## src/rtl/pca_mean_center.sv

```systemverilog
// Streaming mean-centering stage: buffers one batch of N samples x D features, computes
// per-feature means, then re-streams every element minus its feature mean.
module pca_mean_center #(
    parameter int DATA_W       = 16,
    parameter int NUM_FEAT     = 4,
    parameter int LOG2_SAMPLES = 3
) (
    input  logic              clk,
    input  logic              rst,
    input  logic              s_valid,
    output logic              s_ready,
    input  logic [DATA_W-1:0] s_data,
    output logic              m_valid,
    input  logic              m_ready,
    output logic [DATA_W:0]   m_data,
    output logic              m_last,
    output logic              busy
);

    localparam int NUM_SAMP = 1 << LOG2_SAMPLES;
    localparam int DEPTH    = NUM_FEAT * NUM_SAMP;
    localparam int ADDR_W   = $clog2(DEPTH);
    localparam int FEAT_W   = (NUM_FEAT > 1) ? $clog2(NUM_FEAT) : 1;
    localparam int SUM_W    = DATA_W + LOG2_SAMPLES;
    localparam int OUT_W    = DATA_W + 1;

    localparam logic [FEAT_W-1:0] FEAT_LAST = FEAT_W'(NUM_FEAT - 1);
    localparam logic [ADDR_W-1:0] ADDR_LAST = ADDR_W'(DEPTH - 1);

    typedef enum logic [1:0] {
        S_LOAD,
        S_MEAN,
        S_DRAIN
    } state_e;

    state_e state_q, state_d;

    logic        [DATA_W-1:0] mem_q [DEPTH];
    logic signed [SUM_W-1:0]  sum_q [NUM_FEAT];
    logic signed [DATA_W-1:0] mean_q [NUM_FEAT];
    logic signed [DATA_W-1:0] mean_c [NUM_FEAT];

    logic [ADDR_W-1:0] wr_addr_q;
    logic [FEAT_W-1:0] wr_feat_q;
    logic [ADDR_W-1:0] rd_addr_q;
    logic [FEAT_W-1:0] rd_feat_q;

    logic             m_valid_q;
    logic             m_last_q;
    logic [OUT_W-1:0] m_data_q;

    logic                     accept;
    logic                     out_fire;
    logic                     load_out;
    logic signed [DATA_W-1:0] cur_mean;
    logic        [OUT_W-1:0]  diff;

    assign s_ready  = (state_q == S_LOAD);
    assign busy     = (state_q != S_LOAD);
    assign m_valid  = m_valid_q;
    assign m_last   = m_last_q;
    assign m_data   = m_data_q;

    assign accept   = s_ready && s_valid;
    assign out_fire = m_valid_q && m_ready;
    // The output register is refilled in MEAN (first beat) and on every non-final transfer,
    // so a held-high m_ready sees one element per cycle with no bubble.
    assign load_out = (state_q == S_MEAN) ||
                      ((state_q == S_DRAIN) && out_fire && !m_last_q);

    always_comb begin
        for (int unsigned f = 0; f < NUM_FEAT; f++) begin
            mean_c[f] = DATA_W'(sum_q[f] >>> LOG2_SAMPLES);
        end
    end

    // In MEAN the mean registers are not yet loaded, so the first beat uses the live value.
    assign cur_mean = (state_q == S_MEAN) ? mean_c[rd_feat_q] : mean_q[rd_feat_q];
    assign diff     = OUT_W'($signed(mem_q[rd_addr_q])) - OUT_W'(cur_mean);

    always_comb begin
        state_d = state_q;
        case (state_q)
            S_LOAD:  if (accept && (wr_addr_q == ADDR_LAST)) state_d = S_MEAN;
            S_MEAN:  state_d = S_DRAIN;
            S_DRAIN: if (out_fire && m_last_q) state_d = S_LOAD;
            default: state_d = S_LOAD;
        endcase
    end

    always_ff @(posedge clk) begin
        if (accept) begin
            mem_q[wr_addr_q] <= s_data;
        end
    end

    always_ff @(posedge clk or posedge rst) begin
        if (rst) begin
            state_q   <= S_LOAD;
            wr_addr_q <= '0;
            wr_feat_q <= '0;
            rd_addr_q <= '0;
            rd_feat_q <= '0;
            m_valid_q <= 1'b0;
            m_last_q  <= 1'b0;
            m_data_q  <= '0;
            for (int unsigned f = 0; f < NUM_FEAT; f++) begin
                sum_q[f]  <= '0;
                mean_q[f] <= '0;
            end
        end else begin
            state_q <= state_d;

            if (accept) begin
                sum_q[wr_feat_q] <= sum_q[wr_feat_q] + SUM_W'($signed(s_data));
                wr_addr_q        <= (wr_addr_q == ADDR_LAST) ? '0 : wr_addr_q + 1'b1;
                wr_feat_q        <= (wr_feat_q == FEAT_LAST) ? '0 : wr_feat_q + 1'b1;
            end

            if (state_q == S_MEAN) begin
                for (int unsigned f = 0; f < NUM_FEAT; f++) begin
                    mean_q[f] <= mean_c[f];
                end
            end

            if (load_out) begin
                m_valid_q <= 1'b1;
                m_data_q  <= diff;
                m_last_q  <= (rd_addr_q == ADDR_LAST);
                rd_addr_q <= rd_addr_q + 1'b1;
                rd_feat_q <= (rd_feat_q == FEAT_LAST) ? '0 : rd_feat_q + 1'b1;
            end else if (out_fire) begin
                // Final transfer of the batch: release the output and clear for the next batch.
                m_valid_q <= 1'b0;
                m_last_q  <= 1'b0;
                rd_addr_q <= '0;
                rd_feat_q <= '0;
                for (int unsigned f = 0; f < NUM_FEAT; f++) begin
                    sum_q[f] <= '0;
                end
            end
        end
    end

endmodule

```

## config.mk

```make
export PLATFORM = sky130hd
export DESIGN_NAME = pca_mean_center
export DESIGN_NICKNAME = d
export VERILOG_FILES = /design/src/rtl/pca_mean_center.sv
export SDC_FILE = /design/constraint.sdc
export NUM_CORES = 1
export LEC_CHECK = 0
export CAP_MARGIN = 20
export CORE_MARGIN = 2
export CORE_UTILIZATION = 43
export CTS_CLUSTER_SIZE = 20
export DETAILED_ROUTE_END_ITERATION = 8
export HOLD_SLACK_MARGIN = 0.15
export RECOVER_POWER = 100
export SYNTH_ARGS = -nofsm -noshare
export SYNTH_HDL_FRONTEND = slang
export SYNTH_SLANG_ARGS = --single-unit
```

## constraint.sdc

```tcl
create_clock -name clk -period 9.6 [get_ports clk]
set_clock_uncertainty 0.2 [all_clocks]
set_input_delay 1.92 -clock clk [delete_from_list [all_inputs] [get_ports clk]]
set_output_delay 1.92 -clock clk [all_outputs]
set_load 0.01 [all_outputs]
```

==> results of run 1 <==
==> power by group through the flow <==
stage	registers (mW)	logic (mW)	clock network, mW
5_1_grt	3.39	2.67	3.06
3_3_place_gp	3.45	2.46	0
3_5_place_dp	3.44	2.49	0
6_report	3.39	2.45	2.88
4_1_cts	3.39	2.50	2.94
2_1_floorplan	3.35	1.80	0
==> layout by cell type, fill, tap and decap left out, types with 48 or more instances in the layout <==
cell type,count
nand2_1,175
clkbuf_16,77
o21ai_0,87
edfxtp_1,512
mux2i_1,96
nor2_1,80
dfrtp_1,171
clkbuf_1,67
mux4_2,131
mux2_2,82
o221ai_1,48
a21oi_1,109
==> logic make-up (layout without fill, tap and decap cells) <==
family / after synthesis / after routing / share of synthesized area [%]
flip-flops: 687 / 687 / 66.77
multiplexers: 309 / 309 / 16.34
AND/OR/NAND/NOR: 331 / 331 / 4.808
other: 0 / 1 / 0
AO/OA/AOI/OAI: 343 / 343 / 7.291
adder cells (fa/ha/maj): 48 / 48 / 2.081
buffers and inverters: 122 / 254 / 1.865
XOR/XNOR: 27 / 27 / 0.8500
==> layer usage <==
metal	vias to the layer above	GRT usage (%)
li1	7457	-
met3	115	4.187
met1	8707	28.54
met2	500	33.07
met5	-	0
met4	0	7.713
==> Yosys cell counts, types with 9 or more instances <==
master	count	area [um^2]
a211oi_1	17	127.6
nand3_1	31	155.2
mux4_2	131	2950
inv_1	15	56.30
xnor2_1	17	148.9
and3_1	10	62.56
buf_1	9	33.78
buf_2	27	135.1
ha_1	46	575.6
dfrtp_1	175	4379
buf_4	12	90.09
o21ai_0	72	360.4
o22ai_1	18	112.6
clkbuf_1	57	214.0
mux2_2	82	923.4
a21oi_1	108	540.5
o21a_1	11	82.58
mux2i_1	96	960.9
nor2_1	81	304.0
o221ai_1	47	411.6
nand2_1	175	656.9
o21ai_1	24	120.1
edfxtp_1	512	15370
==> registers in the layout (all words and copies together) (netlist names) <==
name	cells
m_data	17
m_last	1
m_valid	1
mean_c	64
mean_q	64
mem_q	512
rd_addr_q	5
rd_feat_q	2
state_q	2
sum_q	12
wr_addr_q	5
wr_feat_q	2
==> worst paths after layout <==
| path | from | endpoint | slack [ns] | depth (start not counted) |
|---|---|---|---|---|
| setup / recovery | state_q[1] | mean_c[15] | 2.94 | 6 |
| hold / removal | mean_q[48] | mean_q[48] | 0.30 | 1 |
| setup reg to reg | state_q[1] | mean_c[15] | 2.94 | 6 |
| hold reg to reg | mean_q[48] | mean_q[48] | 0.30 | 1 |
| max in group asynchronous | rst | rd_addr_q[1] | 3.73 | 3 |
| min in group asynchronous | rst | mean_c[48] | 2.90 | 2 |
==> final cells by class <==
| cell class | count | area [um^2] | area share (%) |
|---|---|---|---|
| Clock buffer | 98 | 2046 | 6.125 |
| Multi-Input combinational cell | 1058 | 9293 | 27.82 |
| Sequential cell | 687 | 19760 | 59.18 |
| Antenna cell | 1 | 2.502 | 0.007493 |
| Clock inverter | 35 | 402.9 | 1.206 |
| Timing Repair Buffer | 106 | 728.2 | 2.180 |
| Inverter | 15 | 57.56 | 0.1723 |
| Tap cell | 882 | 1104 | 3.304 |
==> flow_metrics.tcl, run 1 <==
set metrics [dict create \
    status "finished, violations left" \
    violations "capacitance limit, slew limit" \
    slew_headroom_pct -196.0 \
    ant_nets 0 \
    clk_latency_ns 0.63 \
    fin_setup_tns_ns 0 \
    hold_path.class "flip-flop to flip-flop" \
    grt_pass1_wl_um 109400 \
    tightestPinTransition_ns 4.416 \
    hpwl_um 43760 \
    die_y_um 266.3 \
    endpoint_kind "flip-flop" \
    power_frac_comb_pct 28.1 \
    start_kind "flip-flop" \
    synth_area_um2 29590 \
    cp_max_fo 47 \
    cts_tree "done" \
    synth-main-ff-cell "edfxtp_1" \
    routed_via_density 5.822 \
    p_leak_nw 11.89 \
    stdcell_count 2882 \
    dp.cells 2747 \
    wl_met1_um 31250 \
    ios 41 \
    ys_types 62 \
    worstPathCellList "nand2b_1 > clkbuf_1 > o31a_1 > nand3_1 > nand2_1 > o21ai_0" \
    wl_met3_um 4569 \
    drc 0 \
    dieArea_um2 70920 \
    switching_power_mw 2.743 \
    switching_share_pct 31.49 \
    start_util_pct 43.29 \
    p_clk_share_pct 33.0 \
    utilization_pct 48.86 \
    postCtsSetupRepairBufs 0 \
    wl_met2_um 34630 \
    cpPeakStageDelay_ns 2.00 \
    cts_made_buffers 76 \
    postSynthAreaPerCell_um2 15.85 \
    layout-drive-gt1-share_pct 17.91 \
    critPathSlowestCell "clkbuf_1" \
    grt-ovfl-total 0 \
    num_rows 96 \
    antenna_found_initial 1 \
    cp.required_ns 9.90 \
    setup_viol 0 \
    area_growth_pct 12.88 \
    grt_start_max_net_pins 96 \
    firstDrtPassIters 5 \
    fmaxAchievable_mhz 150.1 \
    critical_path.top_delay_family "simple AND/OR/NAND/NOR gates" \
    fin_crit_sh_pct 69.39 \
    grt.total_usage_pct 20.83 \
    timing.critical_path.buf_inv 1 \
    ctsHoldBuffers 0 \
    rsz0062_at_grt "no" \
    slew_viol_final 747 \
    drtIter0Drc 1438 \
    core_um2 68350 \
    ys_seq_area_share_pct 66.77 \
    vdd_ir_drop_max_mv 0.1651 \
    port_buffers 40 \
    path_clk_slew_ns 0.06 \
    ys_ff_latch 687 \
    clockRootBuffer "clkbuf_16" \
    p_seq_share_pct 38.9 \
    avgRoutedWirePerCell_um 25.28 \
    place_ws_ns 4.370 \
    cts.path.max_buffers 3 \
    n_fill_cell 5759 \
    grt_pass1_vias 17101 \
    final_area_um2 33400 \
    p_int_mw 5.967 \
    worst-endpoint-arrival_ns 6.96 \
    totalWireLength_um 72850 \
    hold_violations 0 \
    fin_hold_ws_ns 0.3017 \
    gp_congestion 0.8195 \
    numClockSinks 687 \
    maxCapViolCount 20 \
    die_w_um 266.3 \
    yosysWarnings 0 \
    maxUsedRoutingLayer "met4" \
    htreeDepth 3 \
    synthCells 1867 \
    synth-edff-count 512 \
    power_density_nw_per_um2 260.8 \
    setup_ws_ns 2.938 \
    synth-async-reset-ratio_pct 25.47 \
    synthesis.nets 1935 \
    fin_crit_ns 6.662 \
    vias 16779 \
    placed_area_um2 31130 \
    nNetsFinal 2012 \
    total_power_mw 8.710 \
    critPathKind "flip-flop to flip-flop" \
    cts-resized-gates 0 \
]
Power figures use the tool's default switching activity.
==> inputs of run 2 (changes only) <==
==> constraint.sdc (replaced) <==
create_clock -name clk -period 6.1 [get_ports clk]
set_clock_uncertainty 0.2 [all_clocks]
set_input_delay 1.22 -clock clk [delete_from_list [all_inputs] [get_ports clk]]
set_output_delay 1.22 -clock clk [all_outputs]
set_load 0.01 [all_outputs]
==> run 2 against run 1 <==
Compared with the run above:
- the run still ends with capacitance limit, slew limit left
- critical endpoint is now m_data[14]
- clock power is 53% higher
- flip-flop and latch count stayed put
- register-to-register slack worse by 2.1 ns
- core utilization hardly changed
- via count is 2.0% higher
- cell area hardly changed
- worst hold slack worse by 0.0015 ns
- clock-buffer cell count stayed put
- maximum frequency is 28% higher
- first-iteration DRC count is 0.21% higher
- die area stayed put
- largest power group unchanged
==> flow_metrics.tcl, run 2 (synthesis results as in run 1) <==
set metrics [dict create \
    antenna_found_initial 6 \
    nNetsFinal 2022 \
    firstDrtPassIters 5 \
    vias 17111 \
    area_growth_pct 12.82 \
    p_clk_share_pct 32.3 \
    cts_made_buffers 73 \
    fmaxAchievable_mhz 191.6 \
    cp_max_fo 22 \
    worst-endpoint-arrival_ns 5.46 \
    rsz0062_at_grt "no" \
    drc 0 \
    cp.required_ns 6.34 \
    hpwl_um 47630 \
    layout-drive-gt1-share_pct 17.85 \
    grt_pass1_wl_um 112500 \
    die_y_um 266.3 \
    placed_area_um2 31240 \
    cpPeakStageDelay_ns 0.77 \
    numClockSinks 687 \
    switching_power_mw 4.351 \
    maxCapViolCount 14 \
    port_buffers 40 \
    violations "capacitance limit, slew limit" \
    postCtsSetupRepairBufs 0 \
    grt_pass1_vias 17337 \
    vdd_ir_drop_max_mv 0.2290 \
    num_rows 96 \
    grt.total_usage_pct 21.54 \
    critPathSlowestCell "nand2b_1" \
    start_util_pct 43.29 \
    reg2regPathDepth 15 \
    cts-resized-gates 0 \
    hold_violations 0 \
    ctsHoldBuffers 0 \
    clockRootBuffer "clkbuf_16" \
    ios 41 \
    start_kind "flip-flop" \
    p_seq_share_pct 39.4 \
    final_area_um2 33380 \
    setup_viol 0 \
    path_clk_slew_ns 0.06 \
    endpoint_kind "flip-flop" \
    htreeDepth 3 \
    gp_congestion 0.8648 \
    p_int_mw 9.329 \
    cts_tree "done" \
    avgRoutedWirePerCell_um 25.99 \
    hold_path.class "flip-flop to flip-flop" \
    final_common_cell "edfxtp_1" \
    p_leak_nw 11.90 \
    dieArea_um2 70920 \
    min_path_cells 1 \
    status "finished, violations left" \
    core_um2 68350 \
    slew_headroom_pct -44.01 \
    slew_viol_final 433 \
    top_register "mem_q" \
    power_frac_comb_pct 28.2 \
    clk_latency_ns 0.62 \
    worstPathCellList "nand2b_1 > clkbuf_1 > o221ai_1 > nand2_1 > nand2_1 > o221ai_1 > o21ai_0 > fa_1 > a211oi_1 > o21ai_1 > a31oi_1 > nand3_1 > a41o_1 > xnor2_1 > o21ai_0" \
    fin_hold_ws_ns 0.3002 \
    die_w_um 266.3 \
    switching_share_pct 31.81 \
    drtIter0Drc 1441 \
    ant_nets 0 \
    tightestPinTransition_ns 2.160 \
    grt_start_max_net_pins 176 \
    fin_crit_sh_pct 85.56 \
    fin_setup_tns_ns 0 \
    totalWireLength_um 75230 \
    routed_via_density 5.913 \
    fin_crit_ns 5.219 \
    layout_common_cells "edfxtp_1 (512), nand2_1 (175), dfrtp_1 (171), mux4_2 (131), a21oi_1 (110)" \
    power_density_nw_per_um2 409.9 \
    cts.path.max_buffers 3 \
    largest_register_ffs 512 \
    grt-ovfl-total 0 \
    critPathKind "flip-flop to flip-flop" \
]
[run 2: cell count changes in the layout (fill, tap and decap cells not counted), sizes merged]
cell	delta
clkinv	+2
inv	-4
clkinvlp	+1
dlygate4sd3	+1
buf	+11
clkbuf	+2
clkdlybuf4s50	-1
[run 2: stage by stage]
| stage | instances | util, % | power [mW] | worst slack [ns] |
|---|---|---|---|---|
| floorplan | 1867 | - | 8.108 | 2.336 |
| global placement | 2761 | 45.71 | 9.359 | 1.431 |
| detailed placement | 2761 | 45.71 | 9.393 | 1.398 |
| CTS | 2893 | 49.19 | 13.81 | 1.357 |
| global route | 2893 | 48.84 | 14.27 | 0.5220 |
| finish | 2894 | 48.84 | 13.68 | 0.8806 |
[run 2: layer usage]
metal	GRT usage, %	vias up	share of wire (%)
met5	0	-	0.021
met4	5.861	2	2.4
met3	3.919	126	6.8
met2	34.31	575	47
met1	30.58	8902	44
li1	-	7506	-
[run 2: final cells by class]
cell class	count	area, um^2
sequential	687	19760
multi-input combinational	1058	9263
clock buffer	98	1993
fill	5774	34970
clock inverter	34	385.4
inverter	15	57.56
tap	882	1104
antenna	1	2.502
timing repair buffer	119	810.8
[run 2: path summary, 6_finish.rpt]
check                             start           end  slack (ns)
setup / recovery           rd_addr_q[1]    m_data[14]        0.88
hold / removal               mean_q[33]    mean_q[33]        0.30
setup reg to reg           rd_addr_q[1]    m_data[14]        0.88
hold reg to reg              mean_q[33]    mean_q[33]        0.30
max in group asynchronous           rst  rd_addr_q[0]        3.71
min in group asynchronous           rst    mean_q[17]        1.15
[run 2: power by group through the flow]
stage	Combinational [mW]	Sequential, mW	Clock [mW]
2_1_floorplan	2.83	5.28	0
3_3_place_gp	3.87	5.49	0
3_5_place_dp	3.90	5.49	0
4_1_cts	3.93	5.40	4.49
5_1_grt	4.17	5.41	4.69
6_report	3.86	5.40	4.42
[run 2: critical path: cells and delay by family, from the launching register on]
family,cells,cell delay [ns]
xor gates and xnor gates,1,0.12
adders and majority gates,1,0.47
and+or+nand+nor,4,1.11
DFF,1,0.63
buffers and inverters,1,0.74
AOI/OAI and AO/OA,8,1.75
